===== src/rtl/axi_read_router.sv =====
// axi_read_router
// Read-channel crossbar stage: two masters (M0 = CPU IM, M1 = CPU DM) share
// three read targets (S0 ROM/IM, S1 DM, SD default slave). A single read is
// outstanding at a time. AR is latched, decoded and forwarded one cycle after
// it is sampled; the R burst is then passed straight through until the slave
// flags RLAST.
// Build option: define AXI_RR_ARB_EN for round-robin arbitration between the
// masters; without it M1 always wins over M0.
//
// state | meaning
// ------+-------------------------------------------------------------
// IDLE  | no read in flight; arbitrate and latch a pending AR
// ADDR  | forward latched AR to the selected slave, wait for ARREADY
// DATA  | pass the R burst through until the slave's last beat
module axi_read_router #(
    parameter logic [31:0] S0_BASE = 32'h0000_0000,
    parameter logic [31:0] S0_MASK = 32'hFFFF_0000,
    parameter logic [31:0] S1_BASE = 32'h0001_0000,
    parameter logic [31:0] S1_MASK = 32'hFFFF_0000
) (
    input  logic        ACLK,
    input  logic        ARESETn,
    // master 0
    input  logic [3:0]  M0_ARID,
    input  logic [31:0] M0_ARADDR,
    input  logic [3:0]  M0_ARLEN,
    input  logic [2:0]  M0_ARSIZE,
    input  logic [1:0]  M0_ARBURST,
    input  logic        M0_ARVALID,
    output logic        M0_ARREADY,
    output logic [3:0]  M0_RID,
    output logic [31:0] M0_RDATA,
    output logic [1:0]  M0_RRESP,
    output logic        M0_RLAST,
    output logic        M0_RVALID,
    input  logic        M0_RREADY,
    // master 1
    input  logic [3:0]  M1_ARID,
    input  logic [31:0] M1_ARADDR,
    input  logic [3:0]  M1_ARLEN,
    input  logic [2:0]  M1_ARSIZE,
    input  logic [1:0]  M1_ARBURST,
    input  logic        M1_ARVALID,
    output logic        M1_ARREADY,
    output logic [3:0]  M1_RID,
    output logic [31:0] M1_RDATA,
    output logic [1:0]  M1_RRESP,
    output logic        M1_RLAST,
    output logic        M1_RVALID,
    input  logic        M1_RREADY,
    // slave 0
    output logic [7:0]  S0_ARID,
    output logic [31:0] S0_ARADDR,
    output logic [3:0]  S0_ARLEN,
    output logic [2:0]  S0_ARSIZE,
    output logic [1:0]  S0_ARBURST,
    output logic        S0_ARVALID,
    input  logic        S0_ARREADY,
    input  logic [7:0]  S0_RID,
    input  logic [31:0] S0_RDATA,
    input  logic [1:0]  S0_RRESP,
    input  logic        S0_RLAST,
    input  logic        S0_RVALID,
    output logic        S0_RREADY,
    // slave 1
    output logic [7:0]  S1_ARID,
    output logic [31:0] S1_ARADDR,
    output logic [3:0]  S1_ARLEN,
    output logic [2:0]  S1_ARSIZE,
    output logic [1:0]  S1_ARBURST,
    output logic        S1_ARVALID,
    input  logic        S1_ARREADY,
    input  logic [7:0]  S1_RID,
    input  logic [31:0] S1_RDATA,
    input  logic [1:0]  S1_RRESP,
    input  logic        S1_RLAST,
    input  logic        S1_RVALID,
    output logic        S1_RREADY,
    // default slave
    output logic [7:0]  SD_ARID,
    output logic [31:0] SD_ARADDR,
    output logic [3:0]  SD_ARLEN,
    output logic [2:0]  SD_ARSIZE,
    output logic [1:0]  SD_ARBURST,
    output logic        SD_ARVALID,
    input  logic        SD_ARREADY,
    input  logic [7:0]  SD_RID,
    input  logic [31:0] SD_RDATA,
    input  logic [1:0]  SD_RRESP,
    input  logic        SD_RLAST,
    input  logic        SD_RVALID,
    output logic        SD_RREADY
);

    typedef enum logic [1:0] {
        IDLE = 2'd0,
        ADDR = 2'd1,
        DATA = 2'd2
    } state_t;

    typedef enum logic [1:0] {
        SEL_S0 = 2'd0,
        SEL_S1 = 2'd1,
        SEL_SD = 2'd2
    } sel_t;

    state_t      state;
    state_t      state_nxt;
    sel_t        sel;
    logic        grant;
    logic        latch_ar;
    logic        burst_done;

    // latched AR of the granted master
    logic [3:0]  ar_id;
    logic [31:0] ar_addr;
    logic [3:0]  ar_len;
    logic [2:0]  ar_size;
    logic [1:0]  ar_burst;
    logic [7:0]  ar_fwd_id;

    // request presented by the arbitration winner
    logic        req_any;
    logic        req_grant;
    logic [3:0]  req_id;
    logic [31:0] req_addr;
    logic [3:0]  req_len;
    logic [2:0]  req_size;
    logic [1:0]  req_burst;
    sel_t        req_sel;

    // selected slave's return signals
    logic        sel_arready;
    logic [3:0]  sel_rid;
    logic [31:0] sel_rdata;
    logic [1:0]  sel_rresp;
    logic        sel_rlast;
    logic        sel_rvalid;
    logic        grant_rready;

    // upper RID bits carry the routing tag added on the AR side and are dropped
    logic        unused_rid_hi;
    assign unused_rid_hi = ^{S0_RID[7:4], S1_RID[7:4], SD_RID[7:4]};

    function automatic sel_t decode(input logic [31:0] addr);
        if ((addr & S0_MASK) == S0_BASE) begin
            return SEL_S0;
        end else if ((addr & S1_MASK) == S1_BASE) begin
            return SEL_S1;
        end else begin
            return SEL_SD;
        end
    endfunction

`ifdef AXI_RR_ARB_EN
    logic rr_last;

    // Remember which master finished last so a tie goes to the other one.
    always_ff @(posedge ACLK or negedge ARESETn) begin
        if (!ARESETn) begin
            rr_last <= 1'b1;
        end else if (burst_done) begin
            rr_last <= grant;
        end
    end

    // Round-robin: single requester wins, a tie goes to the master that did not finish last.
    always_comb begin
        req_any = M0_ARVALID | M1_ARVALID;
        if (M0_ARVALID && M1_ARVALID) begin
            req_grant = ~rr_last;
        end else begin
            req_grant = M1_ARVALID;
        end
    end
`else
    // Fixed priority: the data port (M1) always beats the instruction port (M0).
    always_comb begin
        req_any   = M0_ARVALID | M1_ARVALID;
        req_grant = M1_ARVALID;
    end
`endif

    // Select the winner's AR fields and decode its address for latching.
    always_comb begin
        if (req_grant) begin
            req_id    = M1_ARID;
            req_addr  = M1_ARADDR;
            req_len   = M1_ARLEN;
            req_size  = M1_ARSIZE;
            req_burst = M1_ARBURST;
        end else begin
            req_id    = M0_ARID;
            req_addr  = M0_ARADDR;
            req_len   = M0_ARLEN;
            req_size  = M0_ARSIZE;
            req_burst = M0_ARBURST;
        end
        req_sel = decode(req_addr);
    end

    // State register.
    always_ff @(posedge ACLK or negedge ARESETn) begin
        if (!ARESETn) begin
            state <= IDLE;
        end else begin
            state <= state_nxt;
        end
    end

    // Next-state logic and the latch / burst-end strobes.
    always_comb begin
        state_nxt  = state;
        latch_ar   = 1'b0;
        burst_done = 1'b0;
        case (state)
            IDLE: begin
                if (req_any) begin
                    latch_ar  = 1'b1;
                    state_nxt = ADDR;
                end
            end
            ADDR: begin
                if (sel_arready) begin
                    state_nxt = DATA;
                end
            end
            DATA: begin
                if (sel_rvalid && grant_rready && sel_rlast) begin
                    burst_done = 1'b1;
                    state_nxt  = IDLE;
                end
            end
            default: state_nxt = IDLE;
        endcase
    end

    // Capture grant, target and AR fields when a request is accepted in IDLE.
    always_ff @(posedge ACLK or negedge ARESETn) begin
        if (!ARESETn) begin
            grant    <= 1'b0;
            sel      <= SEL_SD;
            ar_id    <= '0;
            ar_addr  <= '0;
            ar_len   <= '0;
            ar_size  <= '0;
            ar_burst <= '0;
        end else if (latch_ar) begin
            grant    <= req_grant;
            sel      <= req_sel;
            ar_id    <= req_id;
            ar_addr  <= req_addr;
            ar_len   <= req_len;
            ar_size  <= req_size;
            ar_burst <= req_burst;
        end
    end

    assign ar_fwd_id    = {3'b000, grant, ar_id};
    assign grant_rready = grant ? M1_RREADY : M0_RREADY;

    // Mux the selected slave's handshake and R channel.
    always_comb begin
        sel_arready = 1'b0;
        sel_rid     = '0;
        sel_rdata   = '0;
        sel_rresp   = '0;
        sel_rlast   = 1'b0;
        sel_rvalid  = 1'b0;
        case (sel)
            SEL_S0: begin
                sel_arready = S0_ARREADY;
                sel_rid     = S0_RID[3:0];
                sel_rdata   = S0_RDATA;
                sel_rresp   = S0_RRESP;
                sel_rlast   = S0_RLAST;
                sel_rvalid  = S0_RVALID;
            end
            SEL_S1: begin
                sel_arready = S1_ARREADY;
                sel_rid     = S1_RID[3:0];
                sel_rdata   = S1_RDATA;
                sel_rresp   = S1_RRESP;
                sel_rlast   = S1_RLAST;
                sel_rvalid  = S1_RVALID;
            end
            SEL_SD: begin
                sel_arready = SD_ARREADY;
                sel_rid     = SD_RID[3:0];
                sel_rdata   = SD_RDATA;
                sel_rresp   = SD_RRESP;
                sel_rlast   = SD_RLAST;
                sel_rvalid  = SD_RVALID;
            end
            default: ;
        endcase
    end

    // AR channel: only the selected slave sees the request, only in ADDR.
    always_comb begin
        S0_ARID = '0; S0_ARADDR = '0; S0_ARLEN = '0; S0_ARSIZE = '0; S0_ARBURST = '0; S0_ARVALID = 1'b0;
        S1_ARID = '0; S1_ARADDR = '0; S1_ARLEN = '0; S1_ARSIZE = '0; S1_ARBURST = '0; S1_ARVALID = 1'b0;
        SD_ARID = '0; SD_ARADDR = '0; SD_ARLEN = '0; SD_ARSIZE = '0; SD_ARBURST = '0; SD_ARVALID = 1'b0;
        M0_ARREADY = 1'b0;
        M1_ARREADY = 1'b0;
        if (state == ADDR) begin
            case (sel)
                SEL_S0: begin
                    S0_ARID = ar_fwd_id; S0_ARADDR = ar_addr; S0_ARLEN = ar_len;
                    S0_ARSIZE = ar_size; S0_ARBURST = ar_burst; S0_ARVALID = 1'b1;
                end
                SEL_S1: begin
                    S1_ARID = ar_fwd_id; S1_ARADDR = ar_addr; S1_ARLEN = ar_len;
                    S1_ARSIZE = ar_size; S1_ARBURST = ar_burst; S1_ARVALID = 1'b1;
                end
                SEL_SD: begin
                    SD_ARID = ar_fwd_id; SD_ARADDR = ar_addr; SD_ARLEN = ar_len;
                    SD_ARSIZE = ar_size; SD_ARBURST = ar_burst; SD_ARVALID = 1'b1;
                end
                default: ;
            endcase
            if (grant) begin
                M1_ARREADY = sel_arready;
            end else begin
                M0_ARREADY = sel_arready;
            end
        end
    end

    // R channel: zero-latency pass-through between granted master and selected slave in DATA.
    always_comb begin
        M0_RID = '0; M0_RDATA = '0; M0_RRESP = '0; M0_RLAST = 1'b0; M0_RVALID = 1'b0;
        M1_RID = '0; M1_RDATA = '0; M1_RRESP = '0; M1_RLAST = 1'b0; M1_RVALID = 1'b0;
        S0_RREADY = 1'b0;
        S1_RREADY = 1'b0;
        SD_RREADY = 1'b0;
        if (state == DATA) begin
            if (grant) begin
                M1_RID = sel_rid; M1_RDATA = sel_rdata; M1_RRESP = sel_rresp;
                M1_RLAST = sel_rlast; M1_RVALID = sel_rvalid;
            end else begin
                M0_RID = sel_rid; M0_RDATA = sel_rdata; M0_RRESP = sel_rresp;
                M0_RLAST = sel_rlast; M0_RVALID = sel_rvalid;
            end
            case (sel)
                SEL_S0:  S0_RREADY = grant_rready;
                SEL_S1:  S1_RREADY = grant_rready;
                SEL_SD:  SD_RREADY = grant_rready;
                default: ;
            endcase
        end
    end

endmodule


===== config.mk =====
export PLATFORM = sky130hd
export DESIGN_NAME = axi_read_router
export DESIGN_NICKNAME = d
export VERILOG_FILES = /design/src/rtl/axi_read_router.sv
export SDC_FILE = /design/constraint.sdc
export NUM_CORES = 1
export LEC_CHECK = 0
export ABC_AREA = 1
export CORE_AREA = 10 10 174 176
export DETAILED_ROUTE_END_ITERATION = 6
export DIE_AREA = 0 0 184 186
export GPL_TIMING_DRIVEN = 0
export PLACE_DENSITY = 0.58
export SLEW_MARGIN = 30
export SYNTH_ARGS = -nofsm -noshare
export SYNTH_HDL_FRONTEND = slang
export SYNTH_SLANG_ARGS = --single-unit

===== constraint.sdc =====
create_clock -name ACLK -period 2.6 [get_ports ACLK]
set_clock_uncertainty 0.2 [all_clocks]
set_input_delay 0.65 -clock ACLK [delete_from_list [all_inputs] [get_ports ACLK]]
set_output_delay 0.65 -clock ACLK [all_outputs]
set_load 0.01 [all_outputs]

==> metrics.txt <==
die footprint 0.0342 sq mm; R2R cell count 7; CP Class flip-flop to output pin; failing checks negative setup slack; XOR/XNOR Fraction of Synth Area 0; largest family of logic cells by synthesized area simple AND/OR/NAND/NOR gates; Final WS setup -179 ps; area occupied by multi-input gates 0.00351 sq mm; Die H 186 um; compound-gate portion of the synthesized area 0.0613; Routed WL per cell 19.3 um; Top Ports 466; Total Power 6.25 mW; worst hold path class primary input to asynchronous set/reset pin; drt first-iter violations 284; dpl cell area 0.00959 sq mm; Cell Rows 60; Final Hold Fails 0; Die Span X 184 um; reg2reg end ar_addr[6]; area added between synthesis and finish 141%; register area share after synthesis 0.268; Max IR drop VDD 0.317 mV; fmax 360 MHz; R2R Setup Slk 560 ps; worst skew pair latency 290 ps; final WL 33900 um; worst slack, placed -577 ps; Core Util, Final 0.422; placed insts 1682; clock sinks 50; first drt pass iteration count 6; via count 7413; Min Clock Period, post-route 2780 ps; Reg area 0.00125 sq mm; antenna violation net count after detailed routing 0; post-DP HPWL 27000 um; simple-gate area share of the yosys netlist 0.486; CTS tree built; CTS buffer count 5; pwr/cell area 554 mW/mm^2; gr usage total 0.180; Worst Setup End Kind output pin; Adder-Cell Fraction of Synth Area 0; mux contribution to synthesized area 0; worst endpoint required time 1750 ps; P_leak 6.24 nW; Crit path largest cell delay 560 ps; CP max FO 4; layout cell share with drive strength beyond 1 0.403; post-route cell area 0.0113 sq mm; fillcell total 2767; Fin Setup TNS -16000 ps; # DRC 0; PortBufs 444; critical path arrival 1930 ps; Critical Path Stages 9; Post-CTS Hold Buffers 0; maximum clock insertion buffer count 2; initial antenna violation count 2; Reg clk slew, reported paths 80 ps; gr ovfl total 0; root buffer cell clkbuf_16; fin nets 1642; final setup fails 165; max cap viols 0; critical path cell sequence inv_4 -> nor2_4 -> buf_6 -> inv_4 -> nor2_4 -> buf_6 -> clkinvlp_4 -> nor2_1 -> buf_2; Critical Path Start Type flip-flop; Core ar. 0.0267 sq mm; vias in the first global route 7677; CP top delay family buffers and inverters; status complete, but fails checks; Ys Warns 0; RSZ-0062 raised after global routing true; GPL Wtd Cong 0.889; largest net degree at the start of global routing 27; synthesized flop and latch total 50; slowest cell on the critical path dfstp_2; Vias/cell 4.22; Starting Density 0.175; Post-Layout Cell Count 1755; CTS H-tree lvls 2; Least-Margin Pin Slew 653 ps; max_slew headroom 0.565; Post-Syn Instances 888; synth unique cells 19; Slew Limit Fails 0; global-route wire length before repair 47200 um; final period utilization 1.07; r2r startpoint state[1]; worst path bufs/invs 6; Hold Slack 53.2 ps; Post-Syn Area 0.00467 sq mm; Synth Area per Inst 5.26 sq um
## what timing repair did
action,CTS,global route
pin swaps,29,50
endpoints found under the setup margin,226,224
setup buffers,35,19
cloned,10,7
gates resized for setup,1037,334
## metal layers
metal | routed length (um) | GRT usage | vias up
li1 | - | - | 3642
met1 | 12700 | 0.193 | 3376
met4 | 879 | 0.0534 | 0
met3 | 3150 | 0.0624 | 38
met5 | 0 | 0 | -
met2 | 17200 | 0.325 | 357
## cells by family after synthesis
group / Yosys count
simple gates: 584
compound gates: 50
other cells: 1
buf+inv: 203
flops: 50
## area by class of cell
| class | instances | share of cell area |
|---|---|---|
| timing repair buffer | 510 | 0.427 |
| multi-input combinational | 643 | 0.312 |
| sequential | 50 | 0.111 |
| inverter | 143 | 0.0503 |
| buffer | 56 | 0.0469 |
| tap | 341 | 0.0378 |
| clock buffer | 5 | 0.0111 |
| clock inverter | 3 | 0.00255 |
| timing repair inverter | 2 | 0.00144 |
| antenna | 2 | 0.000444 |
## power breakdown
| part | switching, mW | internal (mW) |
|---|---|---|
| clock | 0.340 | 0.368 |
| combinational | 2.45 | 1.75 |
| sequential | 0.191 | 1.15 |
## cell usage in the layout, fill, tap and decap left out, types with 3 or more instances in the layout
cell type        instances
buf_6                  106
nor2_2                  34
buf_12                  15
o21ai_0                 18
buf_4                   46
clkdlybuf4s50_1        217
a31oi_1                 29
nor2_1                 130
buf_2                  135
inv_1                  119
inv_4                    4
inv_8                    3
clkinv_4                 3
dfrtp_1                 47
nand3_2                 32
buf_8                   10
conb_1                   9
clkbuf_1                 8
nand2_2                 68
nand3_1                  4
clkbuf_2                 8
dlygate4sd2_1            3
inv_2                   17
nand3_4                 10
nand2_1                252
clkbuf_16               14
nor2_4                  34
buf_16                   5
nand2_4                 19
## synthesized netlist by cell type
cell,count,share of area
a21oi_1,1,0.0011
a31oi_1,29,0.039
buf_1,2,0.0016
buf_2,34,0.036
buf_4,14,0.023
clkbuf_1,10,0.0080
conb_1,1,0.00080
dfrtp_1,49,0.26
dfstp_2,1,0.0056
inv_1,133,0.11
inv_2,10,0.0080
nand2_1,339,0.27
nand3_1,46,0.049
nand3b_1,1,0.0016
nor2_1,193,0.16
nor2_2,4,0.0054
nor2_4,1,0.0024
o21ai_0,18,0.019
o21ai_1,2,0.0021
## worst register-to-register path, cell delays in order, from the launching register on
cell and delay [ps]:
dfrtp_1 420, buf_6 130, nor2_1 210, o21ai_1 160
inv_2 110, clkbuf_1 470, nor2_1 90, a31oi_1 170
## worst max path at each step
stage	to	start
after floorplan	SD_ARADDR[0]	sel[1]
after global placement	ar_addr[15]	ARESETn
after detailed placement	S0_ARADDR[18]	sel[0]
after CTS	SD_ARADDR[29]	sel[1]
after global routing	SD_ARBURST[1]	sel[1]
final	SD_ARBURST[1]	sel[1]
## registers in the layout, summed over array words and instances (netlist names)
signal	count
grant	1
ar_id	4
ar_len	4
ar_burst	2
state	2
ar_addr	32
ar_size	3
sel	2
(Power assumes the default switching activity.)
